[config.mk]
export PLATFORM = sky130hd
export DESIGN_NAME = ps2_xt_translator
export DESIGN_NICKNAME = d
export VERILOG_FILES = /design/src/rtl/ps2_xt_pkg.sv /design/src/rtl/ps2_set2_to_set1_rom.sv /design/src/rtl/ps2_xt_translator.sv
export SDC_FILE = /design/constraint.sdc
export NUM_CORES = 1
export LEC_CHECK = 0
export BUFFER_PORTS_ARGS = -buffer_cell sky130_fd_sc_hd__buf_2
export CORE_UTILIZATION = 55
export CTS_CLUSTER_SIZE = 14
export DETAILED_ROUTE_END_ITERATION = 8
export GPL_TIMING_DRIVEN = 0
export HOLD_SLACK_MARGIN = 0.02
export PLACE_DENSITY = 0.76
export SLEW_MARGIN = 20
export SYNTH_ARGS = -nofsm -noshare
export SYNTH_HDL_FRONTEND = slang
export SYNTH_SLANG_ARGS = --single-unit
[constraint.sdc]
create_clock -name busclk -period 0.8 [get_ports busclk]
set_input_delay 0 -clock busclk [delete_from_list [all_inputs] [get_ports busclk]]
set_output_delay 0 -clock busclk [all_outputs]
set_load 0.005 [all_outputs]
[src/rtl/ps2_xt_pkg.sv]
// ps2_xt_pkg: shared types and constants for the PS/2 set-2 to XT set-1 translator.
//   state_t   : translator FSM states
//   PS2_*     : significant set-2 bytes seen from the keyboard
//   XT_*      : set-1 constants used when building the emitted byte
//   with_brk  : merges a 7-bit set-1 make code with the pending break flag
package ps2_xt_pkg;

  typedef enum logic [1:0] {
    IDLE  = 2'd0,
    LOOK  = 2'd1,
    CLASS = 2'd2,
    HOLD  = 2'd3
  } state_t;

  localparam logic [7:0] PS2_BRK    = 8'hF0;
  localparam logic [7:0] PS2_EXT0   = 8'hE0;
  localparam logic [7:0] PS2_EXT1   = 8'hE1;
  localparam logic [7:0] PS2_F7     = 8'h83;
  localparam logic [7:0] XT_F7      = 8'h41;
  localparam int         XT_BRK_BIT = 7;

  // Set 1 signals a key release by setting bit 7 of the make code.
  function automatic logic [7:0] with_brk(input logic [6:0] code, input logic brk);
    logic [7:0] v;
    v = {1'b0, code};
    v[XT_BRK_BIT] = brk;
    return v;
  endfunction

endpackage

[src/rtl/ps2_set2_to_set1_rom.sv]
// ps2_set2_to_set1_rom: registered 128x7 lookup from a set-2 scan code
// (bit 7 already known to be 0) to the matching set-1 make code.
// Codes without a set-1 equivalent read back as 7'h00.
//   busclk : system clock
//   addr   : set-2 code bits [6:0]
//   data   : set-1 make code, valid the cycle after addr is presented
module ps2_set2_to_set1_rom (
  input  logic       busclk,
  input  logic [6:0] addr,
  output logic [6:0] data
);

  function automatic logic [6:0] lut(input logic [6:0] a);
    logic [6:0] v;
    case (a)
      7'h01: v = 7'h43; 7'h03: v = 7'h3F; 7'h04: v = 7'h3D; 7'h05: v = 7'h3B;
      7'h06: v = 7'h3C; 7'h07: v = 7'h58; 7'h09: v = 7'h44; 7'h0A: v = 7'h42;
      7'h0B: v = 7'h40; 7'h0C: v = 7'h3E; 7'h0D: v = 7'h0F; 7'h0E: v = 7'h29;
      7'h11: v = 7'h38; 7'h12: v = 7'h2A; 7'h14: v = 7'h1D; 7'h15: v = 7'h10;
      7'h16: v = 7'h02; 7'h1A: v = 7'h2C; 7'h1B: v = 7'h1F; 7'h1C: v = 7'h1E;
      7'h1D: v = 7'h11; 7'h1E: v = 7'h03; 7'h21: v = 7'h2E; 7'h22: v = 7'h2D;
      7'h23: v = 7'h20; 7'h24: v = 7'h12; 7'h25: v = 7'h05; 7'h26: v = 7'h04;
      7'h29: v = 7'h39; 7'h2A: v = 7'h2F; 7'h2B: v = 7'h21; 7'h2C: v = 7'h14;
      7'h2D: v = 7'h13; 7'h2E: v = 7'h06; 7'h31: v = 7'h31; 7'h32: v = 7'h30;
      7'h33: v = 7'h23; 7'h34: v = 7'h22; 7'h35: v = 7'h15; 7'h36: v = 7'h07;
      7'h3A: v = 7'h32; 7'h3B: v = 7'h24; 7'h3C: v = 7'h16; 7'h3D: v = 7'h08;
      7'h3E: v = 7'h09; 7'h41: v = 7'h33; 7'h42: v = 7'h25; 7'h43: v = 7'h17;
      7'h44: v = 7'h18; 7'h45: v = 7'h0B; 7'h46: v = 7'h0A; 7'h49: v = 7'h34;
      7'h4A: v = 7'h35; 7'h4B: v = 7'h26; 7'h4C: v = 7'h27; 7'h4D: v = 7'h19;
      7'h4E: v = 7'h0C; 7'h52: v = 7'h28; 7'h54: v = 7'h1A; 7'h55: v = 7'h0D;
      7'h58: v = 7'h3A; 7'h59: v = 7'h36; 7'h5A: v = 7'h1C; 7'h5B: v = 7'h1B;
      7'h5D: v = 7'h2B; 7'h61: v = 7'h56; 7'h66: v = 7'h0E; 7'h69: v = 7'h4F;
      7'h6B: v = 7'h4B; 7'h6C: v = 7'h47; 7'h70: v = 7'h52; 7'h71: v = 7'h53;
      7'h72: v = 7'h50; 7'h73: v = 7'h4C; 7'h74: v = 7'h4D; 7'h75: v = 7'h48;
      7'h76: v = 7'h01; 7'h77: v = 7'h45; 7'h78: v = 7'h57; 7'h79: v = 7'h4E;
      7'h7A: v = 7'h51; 7'h7B: v = 7'h4A; 7'h7C: v = 7'h37; 7'h7D: v = 7'h49;
      7'h7E: v = 7'h46;
      default: v = 7'h00;
    endcase
    return v;
  endfunction

  always_ff @(posedge busclk) begin
    data <= lut(addr);
  end

endmodule

[src/rtl/ps2_xt_translator.sv]
// ps2_xt_translator: pulls bytes from the PS/2 receiver FIFO, converts scan
// code set 2 to XT set 1 and presents them on the 8088 keyboard port with IRQ1.
// Build option: PS2_XT_EXT_PREFIX_EN -- when defined, E0/E1 prefixes are passed
// to the host; when undefined they are swallowed (83-key XT behaviour).
//   busclk   : system clock
//   rstn     : asynchronous active-low reset (deassertion synchronised here)
//   rx_empty : upstream FIFO empty
//   fifo_top : upstream FIFO head byte
//   pop      : one-cycle pulse consuming fifo_top
//   kbd_data : translated byte for port 60h, held until the next emit
//   kbd_irq  : IRQ1 request (level or one-cycle pulse, see IRQ_LEVEL)
//   kbd_ack  : host read/clear strobe, releases the held byte
//   kbd_busy : high while a byte is held
module ps2_xt_translator
  import ps2_xt_pkg::*;
#(
  parameter int IRQ_LEVEL = 1
) (
  input  logic       busclk,
  input  logic       rstn,
  input  logic       rx_empty,
  input  logic [7:0] fifo_top,
  output logic       pop,
  output logic [7:0] kbd_data,
  output logic       kbd_irq,
  input  logic       kbd_ack,
  output logic       kbd_busy
);

  logic [1:0] rst_sync;
  logic       rst_sync_n;

  state_t     state, state_d;
  logic [7:0] raw, raw_d;
  logic       brk, brk_d;
  logic       ack_pend, ack_pend_d;
  logic       pop_d, irq_d, busy_d;
  logic [7:0] kbd_data_d;
  logic [6:0] rom_q;
  logic       emit;
  logic [7:0] emit_val;

  // Reset asserts immediately, releases two busclk edges after rstn rises.
  always_ff @(posedge busclk or negedge rstn) begin
    if (!rstn) rst_sync <= 2'b00;
    else       rst_sync <= {rst_sync[0], 1'b1};
  end
  assign rst_sync_n = rst_sync[1];

  ps2_set2_to_set1_rom u_rom (
    .busclk (busclk),
    .addr   (raw[6:0]),
    .data   (rom_q)
  );

  always_ff @(posedge busclk or negedge rst_sync_n) begin
    if (!rst_sync_n) begin
      state    <= IDLE;
      pop      <= 1'b0;
      kbd_data <= 8'h00;
      kbd_irq  <= 1'b0;
      kbd_busy <= 1'b0;
      brk      <= 1'b0;
      ack_pend <= 1'b0;
    end else begin
      state    <= state_d;
      pop      <= pop_d;
      kbd_data <= kbd_data_d;
      kbd_irq  <= irq_d;
      kbd_busy <= busy_d;
      brk      <= brk_d;
      ack_pend <= ack_pend_d;
    end
  end

  // Raw byte is pure data; it is always rewritten before it is used.
  always_ff @(posedge busclk) begin
    raw <= raw_d;
  end

  always_comb begin
    state_d    = state;
    pop_d      = 1'b0;
    raw_d      = raw;
    kbd_data_d = kbd_data;
    irq_d      = kbd_irq;
    busy_d     = kbd_busy;
    brk_d      = brk;
    ack_pend_d = 1'b0;
    emit       = 1'b0;
    emit_val   = 8'h00;

    case (state)
      IDLE: begin
        if (!rx_empty) begin
          raw_d   = fifo_top;
          pop_d   = 1'b1;
          state_d = LOOK;
        end
      end

      // ROM output for raw becomes valid at the end of this cycle.
      LOOK: state_d = CLASS;

      CLASS: begin
        state_d = IDLE;
        if (raw == PS2_BRK) begin
          brk_d = 1'b1;
        end else if (raw == PS2_EXT0 || raw == PS2_EXT1) begin
`ifdef PS2_XT_EXT_PREFIX_EN
          emit     = 1'b1;
          emit_val = raw;
`endif
        end else if (raw == PS2_F7) begin
          emit     = 1'b1;
          emit_val = with_brk(XT_F7[6:0], brk);
          brk_d    = 1'b0;
        end else if (!raw[7]) begin
          emit     = 1'b1;
          emit_val = with_brk(rom_q, brk);
          brk_d    = 1'b0;
        end else begin
          // Keyboard replies and overrun markers go through untouched.
          emit     = 1'b1;
          emit_val = raw;
          brk_d    = 1'b0;
        end

        if (emit) begin
          kbd_data_d = emit_val;
          busy_d     = 1'b1;
          irq_d      = 1'b1;
          state_d    = HOLD;
          // An ack racing the load is remembered and applied in HOLD.
          ack_pend_d = kbd_ack;
        end
      end

      HOLD: begin
        if (IRQ_LEVEL == 0) irq_d = 1'b0;
        if (kbd_ack || ack_pend) begin
          busy_d  = 1'b0;
          irq_d   = 1'b0;
          state_d = IDLE;
        end
      end

      default: state_d = IDLE;
    endcase
  end

endmodule

======== Yosys cells after proc, flatten, opt, wreduce, memory -nomap -nowiden ========
Memories as Yosys holds them, arrays and structs flattened. A register that Yosys moved wholly into a read port is not among the register bits.
Cells that the tools add are included.
word-level totals
  register bits ........................... 24
  bits in read-only memories .............. 896
  input port bits ......................... 12
  output and inout port bits .............. 11
  word-level logic and storage cells ...... 50
  memories ................................ 1
memory list
  name              depth  width  rd ports  clocked after Yosys merged registers in  write ports  RTL line                    text
  (name not given)  128    7      1         1                                        0            ps2_set2_to_set1_rom.sv:15  case (a)
operators by class
  eq/ne operators ......................... 11
  muxes and demuxes ....................... 20
  bitwise logic cells ..................... 1
  reduce and logical (&&, ||, !) cells .... 9
operators by type and width
  kind                  number
  $eq A8 B8 Y1 const B  4
  $mux W8               4
  $mux W1               11
  $ne A2 B2 Y1 const B  4
  $pmux W2 S4           1
  $reduce_and A2 Y1     4
  $mux W2               3
  $eq A2 B2 Y1 const B  2
  $reduce_and A3 Y1     1
  $eq A2 B1 Y1 const B  1
  $logic_not A2 Y1      1
  $logic_or A1 B1 Y1    2
  $pmux W1 S2           1
  $reduce_bool A2 Y1    1
  $not A1 Y1            1

======== Depth between registers and ports, before layout ========
Gate-level depths: netlist (run 1).
  depth after elaboration ................. 7
  depth in mapped cells ................... 10
  depth with buffers taken out ............ 9

======== Cells and area by module ========
A second synthesis (run 1) with hierarchy kept.
unflattened totals
  cells, all modules ...................... 293
  area, all modules ....................... 2578.7 um2
by module, submodules not included
  module                times used  cells each  area each (um2)  seq. area each (um2)
  ps2_set2_to_set1_rom  1           226         1549.0           140.1
  ps2_xt_translator     1           67          1029.7           640.6

======== Worst setup path before layout (run 1) ========
Ideal clock, no wire load.
  path type ............................... reg-to-reg
  start point ............................. register raw[0]
  end point ............................... register u_rom.data[2]
  library setup time ...................... 0.116 ns
  arrival ................................. 1.992 ns
  data required time ...................... 0.684 ns
  setup slack ............................. -1.308 ns
  stages on the path, launching flop included .. 9
  buffers on the path ..................... 1
  period minus slack after synthesis ...... 2.108 ns
  cells stage by stage .................... edfxtp_1 -> buf_2 -> inv_1 -> ha_1 -> ha_1 -> o21ai_0 -> a31oi_1 -> or4_1 -> and3_1
RTL lines
  what                      RTL line                    text
  start: declaration        ps2_xt_translator.sv:34     logic [7:0] raw, raw_d;
  start signal: assignment  ps2_xt_translator.sv:78     raw <= raw_d;
  end: declaration          ps2_set2_to_set1_rom.sv:10  output logic [6:0] data

==> results of run 1 <==
sequential cells by signal, indices dropped and copies added (netlist names):
signal and count:
state 2, pop 1, brk 1, rst_sync 2
kbd_data 8, raw 8, ack_pend 1, u_rom.data 7
kbd_busy 1
logic make-up after synthesis:
group                    count (synthesis)
adder cells (fa/ha/maj)                 13
other                                    1
buffers and inverters                   36
AND/OR/NAND/NOR                         92
AO/OA/AOI/OAI                           98
multiplexers                            11
flip-flops                              31
timing repair:
action / 4_1_cts / 5_1_grt
setup buffers: 18 / 7
hold buffers: 10 / 0
endpoints found under the setup margin: 33 / 40
hold endpoints to repair: 11 / 0
cloned: 1 / 0
gates resized for setup: 18 / 34
pin swaps: 13 / 18
cells in the mapped netlist (4+ instances only):
| library cell | number | share of area, % |
|---|---|---|
| a211oi_1 | 7 | 2.2 |
| a21o_1 | 4 | 1.3 |
| a21oi_1 | 19 | 4.0 |
| a221oi_1 | 4 | 1.5 |
| a31oi_1 | 8 | 2.1 |
| buf_2 | 8 | 1.7 |
| buf_4 | 7 | 2.2 |
| clkbuf_1 | 7 | 1.1 |
| dfrtp_1 | 16 | 17 |
| dfxtp_1 | 7 | 5.9 |
| edfxtp_1 | 8 | 10 |
| ha_1 | 13 | 6.8 |
| inv_1 | 9 | 1.4 |
| mux2i_1 | 9 | 3.8 |
| nand2_1 | 33 | 5.2 |
| nand2b_1 | 4 | 1.0 |
| nor2_1 | 19 | 3.0 |
| nor2b_1 | 6 | 1.6 |
| nor3_1 | 7 | 1.5 |
| o21ai_0 | 17 | 3.6 |
| o21ai_1 | 8 | 1.7 |
| o31ai_1 | 4 | 1.3 |
worst paths after layout:
path | to | start | cells after the start
max reg2reg | u_rom.data[2] | raw[0] | 8
max | u_rom.data[2] | raw[0] | 8
min reg2reg | pop | rst_sync[1] | 0
max in group asynchronous | state[0] | rst_sync[1] | 0
min | rst_sync[1] | rstn | 2
min in group busclk | pop | rx_empty | 3
power breakdown:
group	leakage [nW]	switching [mW]	total (mW)	internal, mW
combinational	1.01	2.72	4.99	2.27
sequential	0.328	0.343	2.50	2.15
clock	0.0403	0.566	1.16	0.592
total	1.38	3.63	8.65	5.02
per-layer routing:
layer | up-vias | global-route usage, %
met5 | - | 0
met4 | 0 | 18.0
met3 | 71 | 9.83
met2 | 260 | 58.9
met1 | 1276 | 51.2
li1 | 1165 | -
worst max-delay path: stages, from the launching register on:
cell       delay [ns]
edfxtp_1         0.46
buf_6            0.17
inv_6            0.06
ha_2             0.25
nor2_1           0.11
a2111oi_1        0.46
nor4_1           0.13
a21oi_1          0.21
and3_4           0.23
cell type report:
class	count	area, um2
well taps	50	62.6
clock buffers	6	72.6
repair buffers	57	455
plain buffers	24	185
fillers	258	871
flip-flops and latches	31	783
clock inverters	2	7.51
inverters	11	58.8
multi-input cells	215	1590
stage by stage:
stage	instances	power (mW)	worst slack, ns	setup TNS (ns)
6_report	396	8.65	-1.33	-25.07
5_1_grt	396	9.01	-1.45	-26.34
4_1_cts	390	8.00	-1.17	-22.46
3_5_place_dp	354	6.20	-1.36	-25.78
2_1_floorplan	282	5.10	-1.06	-19.50
3_3_place_gp	354	6.15	-1.40	-25.62
==> reports/qor.yml, run 1 <==
outcome:
  status: "complete, but fails checks"
  violations: "setup timing"
worst_setup_path:
  path_class: "register to register"
  cp-start-kind: "register"
  cp.required_ns: 1.02
  critPathCaptureType: "register"
  crit_fanout: 6
  reg2reg_slack_ns: -1.33
  worstPathArrival_ns: 2.36
synth:
  synth_compound_area_share_pct: 27.8
  yosys_warnings: 0
  yosysSeqAreaShare_pct: 32.7
  syn_inst: 282
  synth_xor_area_share_pct: 0
  synth_area_per_cell_um2: 8.46
  ys_ff_latch: 31
  synth_adder_area_share_pct: 6.82
  synth_mux_area_share_pct: 5.19
  synth_top_family_by_area: "compound AO/OA/AOI/OAI gates"
  synth-edff-count: 8
  synth-simple-area-share_pct: 19.1
  synth_area_um2: 2390
  synth-main-ff-cell: "dfrtp_1"
  syn_nets: 307
  synth_cell_types: 56
  synth_async_sr_flop_share_pct: 51.6
sta:
  setup_ws_ns: -1.33
  skew_ns: 0.00471
  max_freq_ghz: 0.469
  rsz0062_at_grt: "yes"
  finalCriticalPeriod_ns: 2.13
  max_slew.worst_pin.slew_ns: 0.555
  slew-limit-headroom_pct: 63.0
  timing.hold.ws_ns: 0.0306
  period_share_pct: 267
  hold_viol_final: 0
  slew_violations: 0
  finalSetupViolCount: 33
drt:
  wl_met2_mm: 3.90
  ant_nets: 0
  wl_per_cell_um: 22.1
  firstDrtPassIters: 6
  num_vias: 2772
  top_layer_used: "met4"
  drc: 0
  wl_met3_mm: 1.06
  wirelength_mm: 8.77
  via_per_inst: 7.00
  wl_met1_mm: 3.27
  drt_iter0_drc: 412
grt:
  grt_max_degree: 15
  antenna_found_initial: 0
  gr-total-overflow: 0
  grt_pass1_wl_mm: 12.7
  grt_pass1_vias: 2442
  grt_usage_pct: 38.7
cells_and_area:
  finish.instance_area_um2: 3220
  drive_above_1_share_pct: 34.4
  nets: 370
  final_common_cell: "nand2_1"
  diodes: 0
  syn_to_final_growth_pct: 34.8
  final_cell_mix: "nand2_1, buf_2, buf_4"
  post-route-util_pct: 78.7
floorplan:
  die_h_um: 67.9
  io_pins: 23
  die_x_um: 67.9
  start_util_pct: 58.4
  coreArea_um2: 4090
  rows: 23
  die_area_um2: 4610
power_and_ir_drop:
  p_leak_nw: 1.38
  vdd_drop_max_uv: 2220
  powerDensity_nw_per_um2: 2690
clock_network:
  clk_pin_slew_worst_paths_ns: 0.06
  insertion_delay_ns: 0.28
  clock-sinks: 31
  cts_buffer_depth: 2
  tritoncts: "built"
  cts_max_level: 2
  ctsRootBufferMaster: "clkbuf_8"
  cts_buffers: 5
job:
  maxCapViolations: 0
place:
  place_hpwl_mm: 5.32
  port_buffers: 22
  postPlaceCellArea_um2: 2650
  place_congestion: 0.970
min_path:
  hold_path.class: "input pin to async pin"
Note: power is estimated with default switching activity, not from simulation.
==> inputs of run 2 (changes only) <==
- GPL_TIMING_DRIVEN: 0 -> unset
- clock period: 0.8 -> 2.05 ns (I/O delays scaled with it)
==> reports/qor.yml, run 2 (synthesis results as in run 1) <==
sta:
  hold_viol_final: 0  # unchanged
  max_slew.worst_pin.slew_ns: 0.583  # +0.0279 ns
  slew_violations: 0  # unchanged
  finalSetupViolCount: 0  # -100%
  rsz0062_at_grt: "yes"
  finalCriticalPeriod_ns: 1.99  # -0.145 ns
  slew-limit-headroom_pct: 61.1  # -1.9 points
  skew_ns: 0.0116  # +0.00687 ns
  period_share_pct: 97.0  # -170 points
  max_freq_ghz: 0.503  # +7.3%
worst_setup_path:
  reg2reg_slack_ns: 0.06  # +1.39 ns
  cp-start-kind: "register"
  crit_fanout: 8  # +2
  critPathCaptureType: "register"
  worstPathArrival_ns: 2.16  # -0.20 ns
  cp.required_ns: 2.22  # +1.20 ns
  path_class: "register to register"
grt:
  gr-total-overflow: 0  # unchanged
  grt_max_degree: 33  # +18
  grt_pass1_wl_mm: 12.2  # -4.0%
  grt_usage_pct: 37.3  # -1.4 points
  grt_pass1_vias: 2380  # -2.5%
  antenna_found_initial: 0  # unchanged
floorplan:
  start_util_pct: 58.4  # unchanged
  die_x_um: 67.9  # unchanged
  coreArea_um2: 4090  # unchanged
  io_pins: 23  # unchanged
  rows: 23  # unchanged
  die_area_um2: 4610  # unchanged
  die_h_um: 67.9  # unchanged
drt:
  wl_per_cell_um: 20.1  # -9.3%
  num_vias: 2476  # -11%
  wirelength_mm: 7.71  # -12%
  drt_iter0_drc: 374  # -9.2%
  ant_nets: 0  # unchanged
  via_per_inst: 6.45  # -7.9%
  drc: 0  # unchanged
  firstDrtPassIters: 5  # -1
clock_network:
  ctsRootBufferMaster: "clkbuf_8"
  tritoncts: "built"
  clock-sinks: 31  # unchanged
  insertion_delay_ns: 0.29  # about the same
  cts_max_level: 2  # unchanged
  cts_buffer_depth: 2  # unchanged
  clk_pin_slew_worst_paths_ns: 0.08  # +0.02 ns
  cts_buffers: 5  # unchanged
power_and_ir_drop:
  p_leak_nw: 1.29  # -6.9%
  powerDensity_nw_per_um2: 1020  # -62%
  finalPower_mw: 2.98  # -66%
  vdd_drop_max_uv: 854  # -62%
place:
  port_buffers: 22  # unchanged
  dp.cells: 363  # +2.5%
  place_hpwl_mm: 5.35  # +0.63%
  place_congestion: 0.964  # -0.61%
  postPlaceCellArea_um2: 2700  # +1.9%
cells_and_area:
  reg_top3: "kbd_data: 8 flops, raw: 8 flops, u_rom.data: 7 flops"
  syn_to_final_growth_pct: 22.9
  finish.instance_area_um2: 2930  # -8.8%
  nets: 358  # -3.2%
  drive_above_1_share_pct: 24.6  # -9.8 points
  final_common_cell: "nand2_1"
  diodes: 0  # unchanged
  stdcell_count: 384  # -3.0%
  final_cell_mix: "nand2_1, buf_4, buf_2"
outcome:
  status: "finished clean"
job:
  maxCapViolations: 0  # unchanged
min_path:
  hold_path.class: "register to async pin"
run 2: changes by cell type in the layout (fill, tap and decap cells not counted), sizes merged:
cell,before,now
clkbuf,11,6
clkinv,2,1
buf,66,57
dlygate4sd3,10,12
clkinvlp,0,1
run 2: cell type report:
type | instances | area, um2
tap | 50 | 62.6
fill | 332 | 1150
inverter | 11 | 41.3
clock buffer | 6 | 72.6
sequential | 31 | 781
timing repair buffer | 69 | 531
clock inverter | 2 | 12.5
multi-input combinational | 215 | 1430
run 2: through the flow:
step	TNS [ns]	hold WS, ns	setup WS (ns)	utilization (%)
2_1_floorplan	0	-0.296	0.0224	-
3_3_place_gp	0	-0.215	0.0307	66.0
3_5_place_dp	0	-0.214	0.000456	66.0
4_1_cts	0	0.260	0.00491	71.1
5_1_grt	-0.0654	0.293	-0.0274	71.8
6_report	0	0.241	0.0617	71.8
run 2: worst paths after layout:
kind,startpoint,end,cells past startpoint
min in group busclk,rst_sync[0],rst_sync[1],0
max in group asynchronous,rstn,rst_sync[1],3
worst max-delay path,raw[0],u_rom.data[0],7
worst min-delay path,rst_sync[1],pop,0
worst min register to register,rst_sync[1],pop,0
worst max register to register,raw[0],u_rom.data[0],7
run 2: what timing repair did:
action                                 CTS  global route
resized for setup                        1             8
hold buffers                            12             0
pin swaps                                0             3
setup endpoints to repair                1            11
buffers inserted                         0             1
endpoints found under the hold margin   12             0
run 2: critical path, cell delays in order (launching register included):
cell and delay [ns]:
edfxtp_1 0.48, inv_1 0.13, ha_2 0.34, nand2b_1 0.13, nand2_1 0.11, a221oi_2 0.31
a211oi_1 0.09, o31a_1 0.30
run 2: power breakdown:
part,total [mW],switching [mW],leakage [nW],internal (mW)
clock network,0.481,0.244,0.0412,0.237
registers,0.986,0.147,0.330,0.838
logic,1.51,0.846,0.916,0.666
run 2: metal layers:
metal,global-route usage (%),vias up,share of wire (%),wire length (um)
met5,0,-,0,0
met3,8.50,41,9.6,738
li1,-,1134,-,-
met1,49.3,1128,40,3050
met2,58.5,173,46,3570
met4,15.1,0,4.6,354
==> inputs of run 3 (changes only) <==
- ABC_AREA: unset -> 1
- RECOVER_POWER: unset -> 100
==> reports/qor.yml, run 3 <==
outcome:
  status: "finished clean"
place:
  place_hpwl_mm: 5.18  # -3.1%
  place_congestion: 1.04  # +7.8%
  port_buffers: 22  # unchanged
synth:
  synth_common_cells: "nand2_1, nor2_1, nand3_1, inv_1"
  syn_inst: 355  # +26%
  yosys.area.top_type: "nand2_1"
  ys_ff_latch: 31  # unchanged
  synth_area_um2: 2380  # -0.26%
  yosysSeqAreaShare_pct: 32.8  # +0.086 points
  yosys_warnings: 0  # unchanged
  synth_area_per_cell_um2: 6.70  # -21%
  yosysTopAreaCellShare_pct: 18.3  # +1.5 points
  synth_area_leaders: "nand2_1, dfrtp_1, edfxtp_1"
  synth.most_common_cell: "nand2_1"
  syn_nets: 380  # +24%
  synth_cell_types: 30  # -46%
  synth-edff-count: 8  # unchanged
  synth_async_sr_flop_share_pct: 51.6  # unchanged
  synth-main-ff-cell: "dfrtp_1"
power_and_ir_drop:
  p_leak_nw: 1.39  # +8.3%
  power_frac_comb_pct: 44.5  # -6.3 points
  finalPower_mw: 2.88  # -3.2%
  vdd_drop_max_uv: 713  # -16%
  powerDensity_nw_per_um2: 1050  # +3.4%
  p_clk_share_pct: 21.7  # +5.5 points
  power.internal_mw: 1.68  # -3.3%
  seqPwrFrac_pct: 33.8  # +0.7 points
  power.share.switching_pct: 41.6  # +0.043 points
  p_switching_mw: 1.20  # -3.1%
floorplan:
  io_pins: 23  # unchanged
  coreArea_um2: 4090  # unchanged
  die_area_um2: 4590  # -0.25%
  rows: 23  # unchanged
  start_util_pct: 58.2  # -0.15 points
  die_h_um: 67.8  # -0.13%
  die_x_um: 67.8  # -0.13%
clock_network:
  cts_buffers: 5  # unchanged
  clk_pin_slew_worst_paths_ns: 0.06  # -0.02 ns
  cts_buffer_depth: 2  # unchanged
  tritoncts: "built"
  cts_max_level: 2  # unchanged
  clock-sinks: 31  # unchanged
  insertion_delay_ns: 0.29  # about the same
  ctsRootBufferMaster: "clkbuf_8"
sta:
  slew_violations: 0  # unchanged
  setup_tns_ns: 0  # unchanged
  finalSetupViolCount: 0  # unchanged
  finalCriticalPeriod_ns: 1.90  # -0.0869 ns
  slew-limit-headroom_pct: 63.1  # +2.0 points
  rsz0062_at_grt: "no"
  period_share_pct: 92.8  # -4.2 points
  max_slew.worst_pin.slew_ns: 0.554  # -0.0297 ns
  skew_ns: 0.00251  # -0.00907 ns
  max_freq_ghz: 0.526  # +4.6%
  hold_viol_final: 0  # unchanged
worst_setup_path:
  path_class: "register to register"
  worstPathArrival_ns: 2.12  # -0.04 ns
  rr_startpoint: "raw[1]"
  cp-startpoint: "raw[1]"
  cp-start-kind: "register"
  critPathCaptureType: "register"
  r2r-end: "kbd_data[6]"
  reg2reg_slack_ns: 0.15  # +0.09 ns
  cp.required_ns: 2.27  # +0.05 ns
  reg2regPathDepth: 8  # +1
  crit_fanout: 11  # +3
cells_and_area:
  nets: 418  # +17%
  fillers: 380  # +14%
  reg_top3: "kbd_data: 8 flops, raw: 8 flops, u_rom.data: 7 flops"
  final_common_cell: "nand2_1"
  diodes: 0  # unchanged
  syn_to_final_growth_pct: 15.4
  final_cell_mix: "nand2_1, nor2_1, nand3_1"
  drive_above_1_share_pct: 13.5  # -11 points
grt:
  grt_pass1_vias: 2257  # -5.2%
  gr-total-overflow: 0  # unchanged
  antenna_found_initial: 0  # unchanged
  grt_max_degree: 29  # -12%
  grt_usage_pct: 32.8  # -4.5 points
  grt_pass1_wl_mm: 10.8  # -12%
drt:
  ant_nets: 0  # unchanged
  via_per_inst: 5.59  # -13%
  wirelength_mm: 6.92  # -10%
  wl_per_cell_um: 15.6  # -22%
  num_vias: 2481  # +0.20%
  firstDrtPassIters: 5  # unchanged
  drt_iter0_drc: 358  # -4.3%
  drc: 0  # unchanged
min_path:
  hold_path.class: "input pin to async pin"
job:
  maxCapViolations: 0  # unchanged
## run 3: changes by cell type after synthesis, moves of 9 or more
cell     delta
nand2_1    +83
nor2_1     +25
nand3_1    +40
mux2i_1     -9
inv_1      +13
## run 3: final cells by class
class                      instances  area, um2  share of cell area [%]
multi-input combinational        280       1380                    50.1
sequential                        31        781                    28.4
timing repair buffer              48        309                    11.3
inverter                          27        101                    3.69
clock buffer                       6       82.6                    3.01
tap                               50       62.6                    2.28
clock inverter                     2       35.0                    1.28
## run 3: per-layer routing
metal,vias to the layer above,wire (um),global-route usage [%],share of wire [%]
li1,1220,-,-,-
met1,1098,2960,43.2,43
met2,145,3040,50.0,44
met3,18,715,8.11,10
met4,0,201,15.4,2.9
met5,-,0,0,0
## run 3: how the worst max path moves through the flow
stage / cells after the start / slack, ns / endpoint
3_5_place_dp: 8 / 0.06 / kbd_data[2]
4_1_cts: 10 / 0.06 / u_rom.data[5]
5_1_grt: 8 / 0.05 / kbd_data[3]
6_report: 8 / 0.15 / kbd_data[6]
3_3_place_gp: 10 / 0.10 / u_rom.data[5]
2_1_floorplan: 9 / 0.32 / u_rom.data[5]
## run 3: kinds of logic (layout without fill, tap and decap cells)
family                   after synthesis  in the layout  synth area share, %
AND/OR/NAND/NOR                      221            221                 39.5
AO/OA/AOI/OAI                         45             45                 11.0
buffers and inverters                 44             83                 9.62
flip-flops                            31             31                 32.8
adder cells (fa/ha/maj)               13             13                 6.84
other                                  1              1                0.158
## run 3: power groups by stage
| stage | combinational, mW | clock (mW) | sequential [mW] |
|---|---|---|---|
| finish | 1.28 | 0.624 | 0.975 |
| floorplan | 0.939 | 0 | 0.968 |
| CTS | 1.27 | 0.629 | 0.978 |
| global route | 1.43 | 0.655 | 1.00 |
| global placement | 1.24 | 0 | 0.981 |
| detailed placement | 1.26 | 0 | 0.986 |
## run 3: timing repair
action | 4_1_cts | 5_1_grt
endpoints found under the hold margin | 11 | 0
hold buffers | 10 | 0
endpoints found under the setup margin | 0 | 14
setup buffers | 0 | 3
resized for setup | 0 | 3
## run 3: through the flow
stage	util (%)	hold slack, ns	instance area [um2]	cells	setup slack, ns
6_report	67.2	0.0197	2750	444	0.149
5_1_grt	67.2	0.0383	2750	444	0.0489
4_1_cts	67.1	0.0235	2740	441	0.0591
3_5_place_dp	61.7	-0.213	2520	423	0.0587
3_3_place_gp	61.7	-0.214	2520	423	0.101
2_1_floorplan	-	-0.296	2380	355	0.321
## run 3: critical path, stage by stage, from the launching register on
cell      delay (ns)
edfxtp_1        0.38
inv_1           0.24
ha_1            0.39
nand2_1         0.16
a21oi_2         0.20
nor2_4          0.09
inv_2           0.20
nand2_1         0.10
o21ai_2         0.06
